===== config.mk =====
export PLATFORM = sky130hd
export DESIGN_NAME = fetch_unit_flat
export DESIGN_NICKNAME = d
export VERILOG_FILES = /design/src/rtl/fetch_unit_pkg.sv /design/src/rtl/fetch_unit_if.sv /design/src/rtl/fetch_unit_ifid_pipe_reg.sv /design/src/rtl/fetch_unit.sv /design/src/flat_wrapper.sv
export SDC_FILE = /design/constraint.sdc
export NUM_CORES = 1
export LEC_CHECK = 0
export CAP_MARGIN = 0
export CORE_MARGIN = 4
export CORE_UTILIZATION = 50
export DETAILED_ROUTE_END_ITERATION = 8
export PLACE_DENSITY_LB_ADDON = 0.1
export SKIP_CTS_REPAIR_TIMING = 1
export SLEW_MARGIN = 10
export SYNTH_ARGS = -nofsm -noshare
export SYNTH_HDL_FRONTEND = slang
export SYNTH_SLANG_ARGS = --single-unit

===== constraint.sdc =====
create_clock -name clk -period 2.63 [get_ports clk]
set_input_delay 0.263 -clock clk [delete_from_list [all_inputs] [get_ports clk]]
set_output_delay 0.263 -clock clk [all_outputs]
set_load 0.01 [all_outputs]

===== src/rtl/fetch_unit_pkg.sv =====
// Shared definitions for the instruction fetch front end: data width,
// fetch FSM state encoding and the NOP bubble encoding.
package fetch_unit_pkg;

   localparam int XLEN = 32;

   // addi x0,x0,0 -- the bubble presented to Decode whenever IF/ID is empty
   localparam logic [XLEN-1:0] NOP_INSTR = 32'h0000_0013;

   typedef enum logic [1:0] {
      S_REQ   = 2'd0,
      S_WAIT  = 2'd1,
      S_HOLD  = 2'd2,
      S_DRAIN = 2'd3
   } fetch_state_e;

   function automatic logic [XLEN-1:0] word_align(input logic [XLEN-1:0] addr);
      return {addr[XLEN-1:2], 2'b00};
   endfunction

endpackage


===== src/rtl/fetch_unit_if.sv =====
// Instruction memory request/response bus between the fetch unit (master)
// and instruction memory (slave).
interface fetch_unit_if;
   import fetch_unit_pkg::*;

   logic            imem_req_valid;
   logic            imem_req_ready;
   logic [XLEN-1:0] imem_req_addr;
   logic            imem_rsp_valid;
   logic [XLEN-1:0] imem_rsp_data;

   modport master (
      output imem_req_valid, imem_req_addr,
      input  imem_req_ready, imem_rsp_valid, imem_rsp_data
   );

   modport slave (
      input  imem_req_valid, imem_req_addr,
      output imem_req_ready, imem_rsp_valid, imem_rsp_data
   );

endinterface


===== src/rtl/fetch_unit_ifid_pipe_reg.sv =====
// IF/ID pipeline register: flush beats load beats hold; anything else empties
// the stage and parks the NOP bubble on the instruction bus.
module ifid_pipe_reg
   import fetch_unit_pkg::*;
#(
   parameter logic [XLEN-1:0] NOP = NOP_INSTR
) (
   input  logic            clk,
   input  logic            rst,
   input  logic            flush,
   input  logic            load,
   input  logic            hold,
   input  logic [XLEN-1:0] load_pc,
   input  logic [XLEN-1:0] load_instr,
   output logic            valid,
   output logic [XLEN-1:0] pc,
   output logic [XLEN-1:0] instr,
   output logic [XLEN-1:0] pc_plus_4
);

   always_ff @(posedge clk) begin
      if (rst) begin
         valid     <= 1'b0;
         pc        <= '0;
         instr     <= NOP;
         pc_plus_4 <= XLEN'(4);
      end else if (flush) begin
         valid <= 1'b0;
         instr <= NOP;
      end else if (load) begin
         valid     <= 1'b1;
         pc        <= load_pc;
         instr     <= load_instr;
         pc_plus_4 <= load_pc + XLEN'(4);
      end else if (!hold) begin
         valid <= 1'b0;
         instr <= NOP;
      end
   end

endmodule


===== src/rtl/fetch_unit.sv =====
// Fetch stage: owns the PC, issues one imem request at a time, absorbs EX
// redirects and feeds Decode through the IF/ID register.
module fetch_unit
   import fetch_unit_pkg::XLEN, fetch_unit_pkg::fetch_state_e, fetch_unit_pkg::word_align,
          fetch_unit_pkg::S_REQ, fetch_unit_pkg::S_WAIT, fetch_unit_pkg::S_HOLD,
          fetch_unit_pkg::S_DRAIN;
#(
   parameter logic [XLEN-1:0] RESET_PC  = 32'h0000_0000,
   parameter logic [XLEN-1:0] NOP_INSTR = fetch_unit_pkg::NOP_INSTR
) (
   input  logic              clk,
   input  logic              rst,
   input  logic              redirect_valid,
   input  logic [XLEN-1:0]   redirect_pc,
   input  logic              flush_ifid,
   input  logic              id_stall,
   fetch_unit_if.master      imem,
   output logic              ifid_valid,
   output logic [XLEN-1:0]   ifid_pc,
   output logic [XLEN-1:0]   ifid_instr,
   output logic [XLEN-1:0]   ifid_pc_plus_4
);

   fetch_state_e    state_q, state_d;
   logic [XLEN-1:0] pc_q, pc_d;
   logic [XLEN-1:0] fetch_pc_q, fetch_pc_d;
   logic [XLEN-1:0] buf_data_q, buf_data_d;
   logic [XLEN-1:0] redirect_tgt;
   logic [XLEN-1:0] load_instr;
   logic            hold;
   logic            req_ok;
   logic            ifid_load;

   assign hold         = ifid_valid & id_stall & ~flush_ifid;
   assign redirect_tgt = word_align(redirect_pc);

   always_comb begin
      state_d    = state_q;
      pc_d       = pc_q;
      fetch_pc_d = fetch_pc_q;
      buf_data_d = buf_data_q;
      req_ok     = 1'b0;
      ifid_load  = 1'b0;
      load_instr = imem.imem_rsp_data;
      case (state_q)
         S_REQ: begin
            req_ok = ~hold & ~redirect_valid;
            if (redirect_valid) begin
               pc_d = redirect_tgt;
            end else if (req_ok && imem.imem_req_ready) begin
               fetch_pc_d = pc_q;
               state_d    = S_WAIT;
            end
         end
         S_WAIT: begin
            if (imem.imem_rsp_valid) begin
               if (redirect_valid) begin
                  pc_d    = redirect_tgt;
                  state_d = S_REQ;
               end else if (!hold) begin
                  ifid_load = 1'b1;
                  pc_d      = fetch_pc_q + XLEN'(4);
                  state_d   = S_REQ;
               end else begin
                  buf_data_d = imem.imem_rsp_data;
                  state_d    = S_HOLD;
               end
            end else if (redirect_valid) begin
               // response still owed by memory; swallow it before refetching
               pc_d    = redirect_tgt;
               state_d = S_DRAIN;
            end
         end
         S_HOLD: begin
            if (redirect_valid) begin
               pc_d    = redirect_tgt;
               state_d = S_REQ;
            end else if (!hold) begin
               ifid_load  = 1'b1;
               load_instr = buf_data_q;
               pc_d       = fetch_pc_q + XLEN'(4);
               state_d    = S_REQ;
            end
         end
         S_DRAIN: begin
            if (redirect_valid) pc_d = redirect_tgt;
            if (imem.imem_rsp_valid) state_d = S_REQ;
         end
         default: state_d = S_REQ;
      endcase
   end

   assign imem.imem_req_valid = req_ok & ~rst;
   assign imem.imem_req_addr  = pc_q;

   always_ff @(posedge clk) begin
      if (rst) begin
         state_q <= S_REQ;
         pc_q    <= word_align(RESET_PC);
      end else begin
         state_q <= state_d;
         pc_q    <= pc_d;
      end
      fetch_pc_q <= fetch_pc_d;
      buf_data_q <= buf_data_d;
   end

   ifid_pipe_reg #(.NOP(NOP_INSTR)) u_ifid (
      .clk        (clk),
      .rst        (rst),
      .flush      (flush_ifid),
      .load       (ifid_load),
      .hold       (hold),
      .load_pc    (fetch_pc_q),
      .load_instr (load_instr),
      .valid      (ifid_valid),
      .pc         (ifid_pc),
      .instr      (ifid_instr),
      .pc_plus_4  (ifid_pc_plus_4)
   );

   // memory never answers without an accepted request in flight
   rsp_only_when_outstanding: assert property (
      @(posedge clk) disable iff (rst) !(imem.imem_rsp_valid && state_q == S_REQ));

endmodule

===== src/flat_wrapper.sv =====
// flat-port wrapper written by rule: the top's interface ports become plain ports
module fetch_unit_flat import fetch_unit_pkg::XLEN, fetch_unit_pkg::fetch_state_e, fetch_unit_pkg::word_align,
          fetch_unit_pkg::S_REQ, fetch_unit_pkg::S_WAIT, fetch_unit_pkg::S_HOLD,
          fetch_unit_pkg::S_DRAIN;
#(
   parameter logic [XLEN-1:0] RESET_PC  = 32'h0000_0000,
   parameter logic [XLEN-1:0] NOP_INSTR = fetch_unit_pkg::NOP_INSTR
)
  (clk, rst, redirect_valid, redirect_pc, flush_ifid, id_stall, ifid_valid, ifid_pc, ifid_instr, ifid_pc_plus_4, imem_imem_req_valid, imem_imem_req_addr, imem_imem_req_ready, imem_imem_rsp_valid, imem_imem_rsp_data);
  fetch_unit_if imem_i ();
  input  logic clk;
  input  logic rst;
  input  logic redirect_valid;
  input  logic [XLEN-1:0] redirect_pc;
  input  logic flush_ifid;
  input  logic id_stall;
  output logic ifid_valid;
  output logic [XLEN-1:0] ifid_pc;
  output logic [XLEN-1:0] ifid_instr;
  output logic [XLEN-1:0] ifid_pc_plus_4;
  output wire logic [$bits(imem_i.imem_req_valid)-1:0] imem_imem_req_valid;
  output wire logic [$bits(imem_i.imem_req_addr)-1:0] imem_imem_req_addr;
  input wire logic [$bits(imem_i.imem_req_ready)-1:0] imem_imem_req_ready;
  input wire logic [$bits(imem_i.imem_rsp_valid)-1:0] imem_imem_rsp_valid;
  input wire logic [$bits(imem_i.imem_rsp_data)-1:0] imem_imem_rsp_data;
  assign imem_imem_req_valid = imem_i.imem_req_valid;
  assign imem_imem_req_addr = imem_i.imem_req_addr;
  assign imem_i.imem_req_ready = imem_imem_req_ready;
  assign imem_i.imem_rsp_valid = imem_imem_rsp_valid;
  assign imem_i.imem_rsp_data = imem_imem_rsp_data;
  fetch_unit #(.RESET_PC(RESET_PC), .NOP_INSTR(NOP_INSTR)) u_core (.clk(clk), .rst(rst), .redirect_valid(redirect_valid), .redirect_pc(redirect_pc), .flush_ifid(flush_ifid), .id_stall(id_stall), .imem(imem_i), .ifid_valid(ifid_valid), .ifid_pc(ifid_pc), .ifid_instr(ifid_instr), .ifid_pc_plus_4(ifid_pc_plus_4));
endmodule

==> impl_metrics.yaml <==
outcome:
  status: "completed"
floorplanning:
  ios: 201
  start_util: 0.5091
  num_rows: 47
  die_y_um: 137.9
  die_area_um2: 19030
  fp.dieW_um: 137.9
  coreArea_um2: 16580
setup_path:
  path_max_fanout: 6
  r2r_start: "u_core.state_q[0]"
  required_ps: 2370
  criticalPathCategory: "in -> out"
  startpoint: "flush_ifid"
  start_kind: "input pin"
  critPathCaptureType: "primary output"
  cp.arrival_ps: 2060
logic_synthesis:
  yosysSeqAreaShare: 0.5335
  ys_ff_latch: 193
  yosysWarnings: 0
  ys.flop_type: "dfxtp_1"
  syn_area_um2: 8443
  synthCells: 911
  synth_nets: 988
  avgSynthCellArea_um2: 9.268
  synth_edf_count: 64
  async_reset_ff_frac: 0
  synth_cell_types: 57
place:
  dp_cells: 1288
  place_area_um2: 10690
  hpwlAfterDp_mm: 15.68
  post-place-ws_ps: 269.5
  port_buffers: 198
  place_congestion: 0.8327
route:
  antenna_left: 0
  wire_per_inst_um: 17.06
  drc_errors: 0
  first_iter_violations: 532
  drt-total-wl_mm: 22.52
  via_count: 7180
  drtPass1Iterations: 6
  avgViaCountPerCell: 5.439
min_path:
  hp-class: "in -> reg"
  hp-start: "rst"
cells_and_area:
  multi_input_area_um2: 3641
  fin_area_um2: 11330
  final-instance-count-excl-fill: 1320
  n_antenna_cell: 0
  fillers: 1382
  regArea_um2: 4504
  area_growth_pct: 34.23
  layout.nets: 1164
  drive_gt1_frac: 0.07909
sta:
  tns_ps: 0
  fmax_ghz: 0.4303
  maxSlewViolCount: 0
  finalSetupViolations: 0
  post-route-period-util: 0.8837
  fin_ws_ps: 306.0
  tightestPinTransition_ps: 822.7
  finalCriticalPeriod_ps: 2324
  rsz0062_at_grt: "no"
  finalHoldViolCount: 0
  finClkSkew_ps: 10.14
  maxSlewHeadroom: 0.4515
clock_tree:
  clockBufferDepth: 2
  clk_latency_ps: 430
  cts_buffers: 17
  h-tree-depth: 4
  clkSinkCount: 193
  root_buffer: "clkbuf_16"
  cts_tree: "done"
  path_clk_slew_ps: 70
global_route:
  grt_max_degree: 98
  grt_pass1_wl_mm: 35.70
  track_usage: 0.2401
  antenna_found_initial: 0
  grt-ovfl-total: 0
  grt_pass1_vias: 6687
job:
  maxCapViolations: 0
power:
  p_per_area_nw_per_um2: 604.2
  cellLeakagePower_nw: 4.130
  peakVddDrop_v: 0.0004564
-- cell families after synthesis --
kind of cell | share of synthesized area
muxes | 0.05216
and+or+nand+nor | 0.2097
DFF | 0.5335
AOI/OAI and AO/OA | 0.1346
xor gates and xnor gates | 0.02490
adders and majority gates | 0.008891
buffers and inverters | 0.03631
-- flip-flops by register name (all words and copies together) (netlist names) --
signal	flops
u_core.state_q	2
u_core.u_ifid.instr	32
u_core.imem.imem_req_addr	32
u_core.u_ifid.pc	32
u_core.fetch_pc_q	32
u_core.u_ifid.pc_plus_4	30
u_core.buf_data_q	32
u_core.u_ifid.valid	1
-- metal layers --
layer	up-vias	GRT usage	part of all wire
met3	18	0.06894	0.083
li1	3572	-	-
met1	3361	0.3285	0.43
met2	229	0.3734	0.47
met4	0	0.06806	0.015
met5	-	0	0
-- critical path, cell delays in order --
cell and delay [ps]:
clkdlybuf4s50_1 580, and3b_2 260, nor2_1 200, and3_1 210
clkdlybuf4s50_1 540
-- worst paths after layout --
check | slack (ps) | endpoint | depth (start not counted)
setup / recovery | 310 | imem_imem_req_valid | 5
hold / removal | 280 | u_core.u_ifid.pc[3] | 2
setup reg to reg | 310 | u_core.u_ifid.pc_plus_4[15] | 7
hold reg to reg | 450 | u_core.u_ifid.pc[9] | 2
-- synth_stat cells (3+ instances only) --
master	instances	share of area
a31oi_1	18	0.013
o21a_1	6	0.0053
a21oi_1	75	0.044
and3_1	6	0.0044
mux2i_1	35	0.041
o21ai_0	15	0.0089
clkbuf_1	51	0.023
nor3_1	54	0.032
mux2_2	8	0.011
o22ai_1	16	0.012
xor2_1	10	0.010
a211oi_1	22	0.020
nand3_1	11	0.0065
inv_1	9	0.0040
edfxtp_1	64	0.23
buf_1	8	0.0036
buf_2	5	0.0030
dfxtp_1	129	0.31
nand2_1	191	0.085
or2_2	3	0.0022
a21o_1	3	0.0027
ha_1	6	0.0089
a221oi_1	5	0.0052
nor4_1	3	0.0022
xnor2_1	14	0.015
nor2_1	75	0.033
a311oi_1	4	0.0041
and2_1	16	0.012
nand4_1	4	0.0030
a22oi_1	7	0.0062
-- placed cells by master, fill, tap and decap left out, types with 3 or more instances in the layout --
cell type,synthesis,routed
a211oi_1,22,22
mux2i_1,35,35
nand2_1,191,191
nor4_1,3,3
o22ai_1,16,16
clkdlybuf4s50_1,0,197
and3_1,6,6
o21ai_0,15,15
bufinv_16,0,4
a22oi_1,7,7
a21oi_1,75,75
nand3_1,11,11
clkbuf_8,0,3
mux2_2,8,8
edfxtp_1,64,64
buf_12,0,5
a311oi_1,4,4
a221oi_1,5,5
nand4_1,4,4
xnor2_1,14,14
nor2_1,75,75
or2_2,3,3
inv_1,9,9
a21o_1,3,3
xor2_1,10,10
a31oi_1,18,18
clkinv_2,0,3
clkbuf_16,0,17
o21a_1,6,6
dfxtp_1,129,129
nor3_1,54,54
ha_1,6,6
buf_4,2,21
and2_1,16,16
-- report_power, final --
part	internal, mW	switching [mW]
logic	0.361	0.392
registers	3.20	0.102
clock network	1.67	1.12
total	5.24	1.61
-- area by class of cell --
cell class	instances	share of cell area
clock inverters	12	0.01568
repair buffers	224	0.1972
well taps	220	0.02429
multi-input cells	642	0.3213
inverters	9	0.002981
clock buffers	20	0.04118
flip-flops and latches	193	0.3974
-- metrics by stage --
| step | power [mW] | util | hold WS (ps) |
|---|---|---|---|
| after floorplan | 3.732 | - | 394.4 |
| after global placement | 4.107 | 0.6446 | 439.2 |
| after detailed placement | 4.117 | 0.6446 | 444.0 |
| after CTS | 6.889 | 0.6834 | 263.8 |
| after global routing | 7.112 | 0.6834 | 281.3 |
| final | 6.848 | 0.6834 | 282.7 |
(Power assumes the default switching activity.)
